$ cat config.mk
export PLATFORM = sky130hd
export DESIGN_NAME = roulette
export DESIGN_NICKNAME = d
export VERILOG_FILES = /design/src/rtl/roulette_pkg.sv /design/src/rtl/rng_lfsr32.sv /design/src/rtl/roulette.sv
export SDC_FILE = /design/constraint.sdc
export NUM_CORES = 1
export LEC_CHECK = 0
export ABC_AREA = 1
export CORE_AREA = 2 2 319 321
export CTS_BUF_LIST = sky130_fd_sc_hd__clkbuf_8
export DETAILED_ROUTE_END_ITERATION = 6
export DIE_AREA = 0 0 321 323
export PLACE_DENSITY = 0.46
export SLEW_MARGIN = 15
export SYNTH_ARGS = -nofsm -noshare
export SYNTH_HDL_FRONTEND = slang
export SYNTH_SLANG_ARGS = --single-unit
$ cat constraint.sdc
create_clock -name clock -period 3.13 [get_ports clock]
set_input_delay 0.626 -clock clock [delete_from_list [all_inputs] [get_ports clock]]
set_output_delay 0.626 -clock clock [all_outputs]
set_load 0.02 [all_outputs]
$ cat src/rtl/roulette_pkg.sv
`default_nettype none
// ============================================================================
// Module      : roulette_pkg
// Description : Shared constants, decision type and helper functions for the
//               photon Russian-roulette stage and its LFSR.
// Revision    : 1.0 - initial release
// ============================================================================
package roulette_pkg;

    localparam int          RLT_BIT_WIDTH    = 32;
    localparam int          RLT_LAYER_WIDTH  = 3;
    localparam logic [31:0] RLT_WEIGHT_LIM   = 32'h0006_8DB9;  // 0.0001 in unsigned Q0.32
    localparam int          RLT_CHANCE_LOG2  = 4;              // survival odds 1/16
    localparam logic [31:0] LFSR_MASK        = 32'h8020_0003;  // x^32+x^22+x^2+x+1
    localparam logic [31:0] RLT_DEFAULT_SEED = 32'h1234_5678;

    typedef enum logic [1:0] {
        DEC_PASS    = 2'd0,
        DEC_KILL    = 2'd1,
        DEC_SURVIVE = 2'd2
    } decision_e;

    // Increment that sticks at all-ones instead of wrapping.
    function automatic logic [31:0] sat_inc32(input logic [31:0] v);
        return (v == 32'hFFFF_FFFF) ? v : v + 32'd1;
    endfunction

    // One right-shift step of the Galois LFSR.
    function automatic logic [31:0] lfsr_step(input logic [31:0] s);
        return s[0] ? ((s >> 1) ^ LFSR_MASK) : (s >> 1);
    endfunction

    // An all-zero state would lock the LFSR forever; substitute 1.
    function automatic logic [31:0] seed_guard(input logic [31:0] s);
        return (s == 32'h0) ? 32'h0000_0001 : s;
    endfunction

endpackage
`default_nettype wire

$ cat src/rtl/rng_lfsr32.sv
`default_nettype none
// ============================================================================
// Module      : rng_lfsr32
// Description : 32-bit Galois LFSR with seed load and advance enable. A seed
//               load wins over the advance in the same cycle.
// Revision    : 1.0 - initial release
// ============================================================================
module rng_lfsr32
    import roulette_pkg::*;
#(
    parameter logic [31:0] SEED_RESET = RLT_DEFAULT_SEED
) (
    input  logic        clock,
    input  logic        reset,
    input  logic        enable,
    input  logic        load,
    input  logic [31:0] seed,
    output logic [31:0] state
);

    logic [31:0] state_q;
    logic [31:0] state_d;

    // Next state: load overrides advance; otherwise hold.
    always_comb begin
        state_d = state_q;
        if (load) begin
            state_d = seed_guard(seed);
        end else if (enable) begin
            state_d = lfsr_step(state_q);
        end
    end

    // State register with synchronous reset to the default seed.
    always_ff @(posedge clock) begin
        if (reset) begin
            state_q <= SEED_RESET;
        end else begin
            state_q <= state_d;
        end
    end

    assign state = state_q;

endmodule
`default_nettype wire

$ cat src/rtl/roulette.sv
`default_nettype none
// ============================================================================
// Module      : roulette
// Description : One-cycle photon Russian-roulette stage. Low-weight live
//               photons either die or survive with boosted weight, decided by
//               the LFSR value held before this cycle's advance.
// Revision    : 1.0 - initial release
// ============================================================================
module roulette
    import roulette_pkg::*;
#(
    parameter int                   BIT_WIDTH    = RLT_BIT_WIDTH,
    parameter int                   LAYER_WIDTH  = RLT_LAYER_WIDTH,
    parameter logic [BIT_WIDTH-1:0] WEIGHT_LIM   = BIT_WIDTH'(RLT_WEIGHT_LIM),
    parameter int                   CHANCE_LOG2  = RLT_CHANCE_LOG2,
    parameter logic [31:0]          DEFAULT_SEED = RLT_DEFAULT_SEED
) (
    input  logic                   clock,
    input  logic                   reset,
    input  logic                   enable,
    input  logic [BIT_WIDTH-1:0]   x_hop,
    input  logic [BIT_WIDTH-1:0]   y_hop,
    input  logic [BIT_WIDTH-1:0]   z_hop,
    input  logic [BIT_WIDTH-1:0]   ux_hop,
    input  logic [BIT_WIDTH-1:0]   uy_hop,
    input  logic [BIT_WIDTH-1:0]   uz_hop,
    input  logic [BIT_WIDTH-1:0]   sz_hop,
    input  logic [BIT_WIDTH-1:0]   sr_hop,
    input  logic [BIT_WIDTH-1:0]   sleftz_hop,
    input  logic [BIT_WIDTH-1:0]   sleftr_hop,
    input  logic [LAYER_WIDTH-1:0] layer_hop,
    input  logic [BIT_WIDTH-1:0]   weight_hop,
    input  logic                   dead_hop,
    input  logic                   hit_hop,
    input  logic [31:0]            seed,
    input  logic                   load_seed,
    output logic [BIT_WIDTH-1:0]   x_roulette,
    output logic [BIT_WIDTH-1:0]   y_roulette,
    output logic [BIT_WIDTH-1:0]   z_roulette,
    output logic [BIT_WIDTH-1:0]   ux_roulette,
    output logic [BIT_WIDTH-1:0]   uy_roulette,
    output logic [BIT_WIDTH-1:0]   uz_roulette,
    output logic [BIT_WIDTH-1:0]   sz_roulette,
    output logic [BIT_WIDTH-1:0]   sr_roulette,
    output logic [BIT_WIDTH-1:0]   sleftz_roulette,
    output logic [BIT_WIDTH-1:0]   sleftr_roulette,
    output logic [LAYER_WIDTH-1:0] layer_roulette,
    output logic [BIT_WIDTH-1:0]   weight_roulette,
    output logic                   dead_roulette,
    output logic                   hit_roulette,
    output logic [31:0]            killed_count,
    output logic [31:0]            survived_count
);

    // Survivor weight must never overflow the word after the boost shift.
    localparam logic [63:0] LIM_SHIFTED = 64'(WEIGHT_LIM) << CHANCE_LOG2;
    if (BIT_WIDTH < 64 && LIM_SHIFTED >= (64'd1 << BIT_WIDTH)) begin : g_lim_check
        $error("roulette: WEIGHT_LIM << CHANCE_LOG2 overflows BIT_WIDTH");
    end

    // Untouched fields travel together as one word.
    localparam int PASS_W = 10 * BIT_WIDTH + LAYER_WIDTH + 1;

    logic [PASS_W-1:0]    pass_q,     pass_d;
    logic [BIT_WIDTH-1:0] weight_q,   weight_d;
    logic                 dead_q,     dead_d;
    logic [31:0]          killed_count_q,   killed_count_d;
    logic [31:0]          survived_count_q, survived_count_d;
    logic [31:0]          lfsr_state;
    logic                 lfsr_unused;
    logic                 candidate;
    decision_e            decision;

    rng_lfsr32 #(
        .SEED_RESET (DEFAULT_SEED)
    ) u_lfsr (
        .clock  (clock),
        .reset  (reset),
        .enable (enable),
        .load   (load_seed),
        .seed   (seed),
        .state  (lfsr_state)
    );

    // Only the low CHANCE_LOG2 bits act as the draw.
    assign lfsr_unused = ^lfsr_state[31:CHANCE_LOG2];

    // Classify the incoming photon from the pre-advance LFSR value.
    always_comb begin
        candidate = !dead_hop && !hit_hop && (weight_hop < WEIGHT_LIM);
        decision  = DEC_PASS;
        if (candidate) begin
            if (weight_hop == '0) begin
                decision = DEC_KILL;
            end else if (lfsr_state[CHANCE_LOG2-1:0] == '0) begin
                decision = DEC_SURVIVE;
            end else begin
                decision = DEC_KILL;
            end
        end
    end

    // Next-state for the photon register and counters; hold when stalled.
    always_comb begin
        pass_d           = pass_q;
        weight_d         = weight_q;
        dead_d           = dead_q;
        killed_count_d   = killed_count_q;
        survived_count_d = survived_count_q;
        if (enable) begin
            pass_d   = {x_hop, y_hop, z_hop, ux_hop, uy_hop, uz_hop, sz_hop, sr_hop,
                        sleftz_hop, sleftr_hop, layer_hop, hit_hop};
            weight_d = weight_hop;
            dead_d   = dead_hop;
            case (decision)
                DEC_KILL: begin
                    weight_d       = '0;
                    dead_d         = 1'b1;
                    killed_count_d = sat_inc32(killed_count_q);
                end
                DEC_SURVIVE: begin
                    weight_d         = weight_hop << CHANCE_LOG2;
                    dead_d           = 1'b0;
                    survived_count_d = sat_inc32(survived_count_q);
                end
                default: begin
                end
            endcase
        end
    end

    // Output and counter registers; reset leaves an empty, dead slot.
    always_ff @(posedge clock) begin
        if (reset) begin
            pass_q           <= '0;
            weight_q         <= '0;
            dead_q           <= 1'b1;
            killed_count_q   <= '0;
            survived_count_q <= '0;
        end else begin
            pass_q           <= pass_d;
            weight_q         <= weight_d;
            dead_q           <= dead_d;
            killed_count_q   <= killed_count_d;
            survived_count_q <= survived_count_d;
        end
    end

    assign {x_roulette, y_roulette, z_roulette, ux_roulette, uy_roulette, uz_roulette,
            sz_roulette, sr_roulette, sleftz_roulette, sleftr_roulette,
            layer_roulette, hit_roulette} = pass_q;
    assign weight_roulette = weight_q;
    assign dead_roulette   = dead_q;
    assign killed_count    = killed_count_q;
    assign survived_count  = survived_count_q;

endmodule
`default_nettype wire
== After elaboration in Yosys (flattened, before gate mapping) ==
Cells that the tools add are included.
Word-level totals
  flip-flop bits (word level): 453
  bits of input ports: 393
Operators by class
  add/sub/neg operators: 2
  $lt $le $gt $ge: 1
  equality and inequality tests: 4
  mux-type cells: 9
  bitwise operators: 3
  reductions and logical operators: 10
Operator list (count)
  32-bit 2-to-1 mux: 4
  32-bit by 1-bit adder with 32-bit output, second input constant: 2
  32-bit equality test, second input constant: 2
  32-bit logical NOT: 2
  32-bit one-hot mux with 2 select lines: 1
  32-bit by 19-bit less-than comparator with 1-bit output, second input constant: 1
  2-bit 2-to-1 mux: 3
  3-bit AND reduction: 2
  4-bit logical NOT: 1
  3-bit NOT with 4-bit output: 1
  2-bit by 1-bit equality test with 1-bit output, second input constant: 1
  2-bit equality test, second input constant: 1
  1-bit logical AND: 2
  1-bit logical NOT: 2
  1-bit NOT: 2
  1-bit one-hot mux with 2 select lines: 1
  2-bit nonzero test: 1

== Depth between registers and ports, before layout ==
  word-level depth: 6
  mapped depth: 17

== Cells and area by module ==
Synthesis repeated with hierarchy kept, for this count alone.
Unflattened totals
  cells, all modules: 2538
  area total of the unflattened synthesis: 18312.6 µm²
By module, submodules not included
  roulette: times used 1, cells an instance 2335, area an instance 16792.4 µm²
  rng_lfsr32: times used 1, cells an instance 203, area an instance 1520.2 µm²

== Worst setup path before layout ==
No wires, ideal clock.
  path type: input to register
  start point: input port weight_hop[19]
  end point: register weight_q[21], in the netlist weight_roulette[21]
  library setup time: 70 ps
  arrival: 2714 ps
  slack: 346 ps
  stages: 11
  cell sequence: or2_2 nor4_1 nand4_1 inv_1 ha_1 clkbuf_1 inv_1 clkbuf_1 clkbuf_1 nand3_1 a21oi_1
On the way
  cells in the longest elaborated chain, start to end: 5
  elaborated cells on any way between the ends: 8
  classes of those cells: order compare: 1; eq/ne: 2; mux: 3; reduce/logical: 2
Ends and longest elaborated chain
  start, declared: RTL line roulette.sv:32  | input logic [BIT_WIDTH-1:0] weight_hop,
  32-bit by 19-bit less-than comparator with 1-bit output / 32-bit logical NOT (equally long branches): RTL line roulette.sv:90, roulette.sv:93
  1-bit logical AND / 2-bit 2-to-1 mux (equally long branches): RTL line roulette.sv:90, roulette.sv:93
  2-bit 2-to-1 mux *: RTL line roulette.sv:92  | if (candidate) begin
  2-bit equality test / 2-bit by 1-bit equality test with 1-bit output (equally long branches): RTL line roulette.sv:115  | case (decision)
  32-bit one-hot mux with 2 select lines *: RTL line roulette.sv:115
  end signal, assigned: RTL line roulette.sv:142  | weight_q <= weight_d;
  end, declared: RTL line roulette.sv:65  | logic [BIT_WIDTH-1:0] weight_q, weight_d;
Every way passes the cells marked *; elsewhere a longest branch is shown, timed or not.
A chain may end at the register's enable or synchronous reset.

== Worst setup path after layout ==
  start point: register killed_count_q[26], in the netlist killed_count[26]
  end point: output port killed_count[26]
RTL lines
  start, declared: RTL line roulette.sv:67  | logic [31:0] killed_count_q, killed_count_d;
  start signal, assigned: RTL line roulette.sv:144  | killed_count_q <= killed_count_d;
  end, declared: RTL line roulette.sv:51  | output logic [31:0] killed_count,
No word-level cell between the ends.

==> results.sh <==
export IMPL_status="completed"
export IMPL_dpl_hpwl_um=60300
export IMPL_critPathMaxFanout=6
export IMPL_maxCapViolations=0
export IMPL_ys_ff_latch=453
export IMPL_viasPerCell=4.14
export IMPL_drt_wl_total_um=83000
export IMPL_power_leakage_uw=0.0115
export IMPL_placedCellCount=4596
export IMPL_synth_cell_types=39
export IMPL_switchingPower_uw=4240
export IMPL_hold_violations=0
export IMPL_grt_max_degree=122
export IMPL_hold_class="input pin to register"
export IMPL_synth_top_family_by_area="simple AND/OR/NAND/NOR gates"
export IMPL_cp_cell_sequence="clkdlybuf4s50_1"
export IMPL_grt_pass1_wl_um=121000
export IMPL_cp_start_kind="register"
export IMPL_crit_type="register to output pin"
export IMPL_overflow=0
export IMPL_final_core_util_pct=29.8
export IMPL_rsz0062_at_grt="no"
export IMPL_hold_buffers=0
export IMPL_synthMuxAreaShare_pct=0
export IMPL_crit_path_end_kind="output pin"
export IMPL_cts_repair_resized=0
export IMPL_synth_flop_cell="dfxtp_1"
export IMPL_synth_edf_count=0
export IMPL_ys_warnings_count=0
export IMPL_cts_setup_buffers=0
export IMPL_cts_root_buf="clkbuf_8"
export IMPL_antenna_found_initial=15
export IMPL_die_h_um=323
export IMPL_wl_per_cell_um=17.4
export IMPL_skew_ns=0.0201
export IMPL_ys_top_cells_by_count="nor2_1 (835), dfxtp_1 (453), o21ai_0 (394)"
export IMPL_p_sw_share_pct=28.4
export IMPL_initial_core_util_pct=18.3
export IMPL_synth_area_leaders="dfxtp_1 (49%), nor2_1 (17%), o21ai_0 (11%), nand2_1 (6.9%), a21oi_1 (2.6%)"
export IMPL_first_pass_iters=6
export IMPL_numCtsBuffers=89
export IMPL_clkPwrFrac_pct=41.5
export IMPL_arrival_ns=1.99
export IMPL_drc=0
export IMPL_h_tree_depth=3
export IMPL_cts_sinks=453
export IMPL_postRouteAntennaNets=0
export IMPL_grt_pass1_vias=19111
export IMPL_p_seq_share_pct=42.1
export IMPL_critical_path_max_stage_delay_ns=0.78
export IMPL_drt_iter0_drc=893
export IMPL_synth_cells=2568
export IMPL_layout_min_cycle_time_ns=2.62
export IMPL_ys_async_sr_fraction_pct=0
export IMPL_fin_cells=4762
export IMPL_setup_slack_ns=0.510
export IMPL_yosysMostFrequentCell="nor2_1"
export IMPL_rows=117
export IMPL_num_vias=19700
export IMPL_synth_compound_area_share_pct=15.0
export IMPL_crit_slowest_cell="clkdlybuf4s50_1"
export IMPL_cts_tree="yes"
export IMPL_synth_adder_area_share_pct=0.339
export IMPL_place_gp_congestion=0.859
export IMPL_reg2reg_to="killed_count[13]"
export IMPL_ff2ff_setup_slack_ns=0.84
export IMPL_setup_violations=0
export IMPL_fin_setup_tns_ns=0
export IMPL_syn_nets=2966
export IMPL_fmax_ghz=0.382
export IMPL_synth_area_leader_cell="dfxtp_1"
export IMPL_avgSynthCellArea_sq_um=7.20
export IMPL_slew_violations=0
export IMPL_clockBufferDepth=3
export IMPL_nets=3776
export IMPL_drive_gt1_share_pct=7.41
export IMPL_whs_path_depth=3
export IMPL_worstHoldStart="reset"
export IMPL_path_delay_family="buffers and inverters"
export IMPL_synth_top_area_share_pct=49.1
export IMPL_reg2reg_from="u_lfsr.state[0]"
export IMPL_syn_to_final_growth_pct=62.5
export IMPL_synthSimpleGateAreaFrac_pct=29.2
export IMPL_io_pins=814
export IMPL_pwr_density_cell_nw_per_um2=497
export IMPL_die_x_um=321
export IMPL_reg2reg_depth=12
export IMPL_clk_latency_ns=0.71
export IMPL_grt_usage_pct=15.2
export IMPL_p_int_uw=10700
export IMPL_synthXorXnorAreaFrac_pct=1.37
export IMPL_pwr_share_comb_pct=16.3
export IMPL_relSlewSlack_pct=38.9
export IMPL_io_buffers=813
export IMPL_ir_drop_mv=0.286
export IMPL_coreArea_sq_um=101000
export IMPL_required_ns=2.50
export IMPL_ys_seq_area_share_pct=49.1
export IMPL_path_buf_inv=1
export IMPL_whs_endpoint="u_lfsr.state[14]"
export IMPL_dieArea_sq_um=104000
export IMPL_dp_worst_setup_slack_ns=-0.0708
export IMPL_path_clk_slew_ns=0.06
export IMPL_worst_pin_slew_ns=0.916
export IMPL_netlist_area_sq_um=18500
export IMPL_fin_crit_sh_pct=83.7
[flip-flops by register name (all words and copies together), names as in the netlist]
| register | count |
|---|---|
| dead_roulette | 1 |
| weight_roulette | 32 |
| u_lfsr.state | 32 |
| survived_count | 32 |
| killed_count | 32 |
| pass_q | 324 |
[worst max path at each step]
stage	start	endpoint	slack, ns	cells past startpoint
floorplan	weight_hop[19]	weight_roulette[21]	0.35	11
global placement	dead_hop	killed_count[22]	-0.03	13
detailed placement	dead_hop	killed_count[13]	-0.07	13
CTS	killed_count[26]	killed_count[26]	0.37	1
global route	killed_count[26]	killed_count[26]	0.40	1
finish	killed_count[26]	killed_count[26]	0.51	1
[cell type report]
class                      count  area (sq um)
fill                       10981         70700
timing repair buffer         881          8780
tap                         1309          1640
clock buffer                 111          1530
antenna                       10          25.0
sequential                   453          9070
inverter                      59           236
clock inverter                45           279
multi-input combinational   1894          8480
[power groups by stage]
stage	clock network, uW	logic, uW	registers [uW]
floorplan	0	601	6780
global placement	0	2470	6400
detailed placement	0	2460	6400
CTS	6470	2470	6290
global route	6750	2620	6330
finish	6200	2440	6290
[worst min-delay path, cell delays in order]
cell     delay, ns
buf_4         0.12
inv_8         0.13
nand2_1       0.11
[cell families after synthesis]
| family | after synthesis |
|---|---|
| AND/OR/NAND/NOR | 1332 |
| AO/OA/AOI/OAI | 528 |
| flip-flops | 453 |
| adder cells (fa/ha/maj) | 5 |
| buffers and inverters | 221 |
| XOR/XNOR | 29 |
[stage by stage]
step | hold slack, ns | area [sq um] | total power [uW]
floorplan | 0.430 | 18500 | 7380
global placement | 0.443 | 28200 | 8870
detailed placement | 0.443 | 28200 | 8860
CTS | 0.249 | 30000 | 15200
global route | 0.320 | 30000 | 15700
finish | 0.337 | 30000 | 14900
[routing by layer]
metal	wire, um	global-route usage (%)	vias to the layer above
li1	-	-	9926
met1	33600	17.4	8985
met2	39700	25.5	634
met3	6890	5.58	145
met4	2760	6.37	10
met5	58	0	-
[cell usage in the layout, fill, tap and decap left out, types with 12 or more instances in the layout]
master           instances
nor2_1                 835
buf_4                   59
clkdlybuf4s50_1        811
clkbuf_8               111
nand2_1                340
dfxtp_1                453
nand3b_1                21
o21ai_0                394
nand3_1                 80
xnor2_1                 16
nand4_1                 13
a21oi_1                 97
nor3_1                  12
xor2_1                  13
inv_1                   82
a21oi_2                 24
nand2_2                 13
Note: power is estimated with default switching activity, not from simulation.
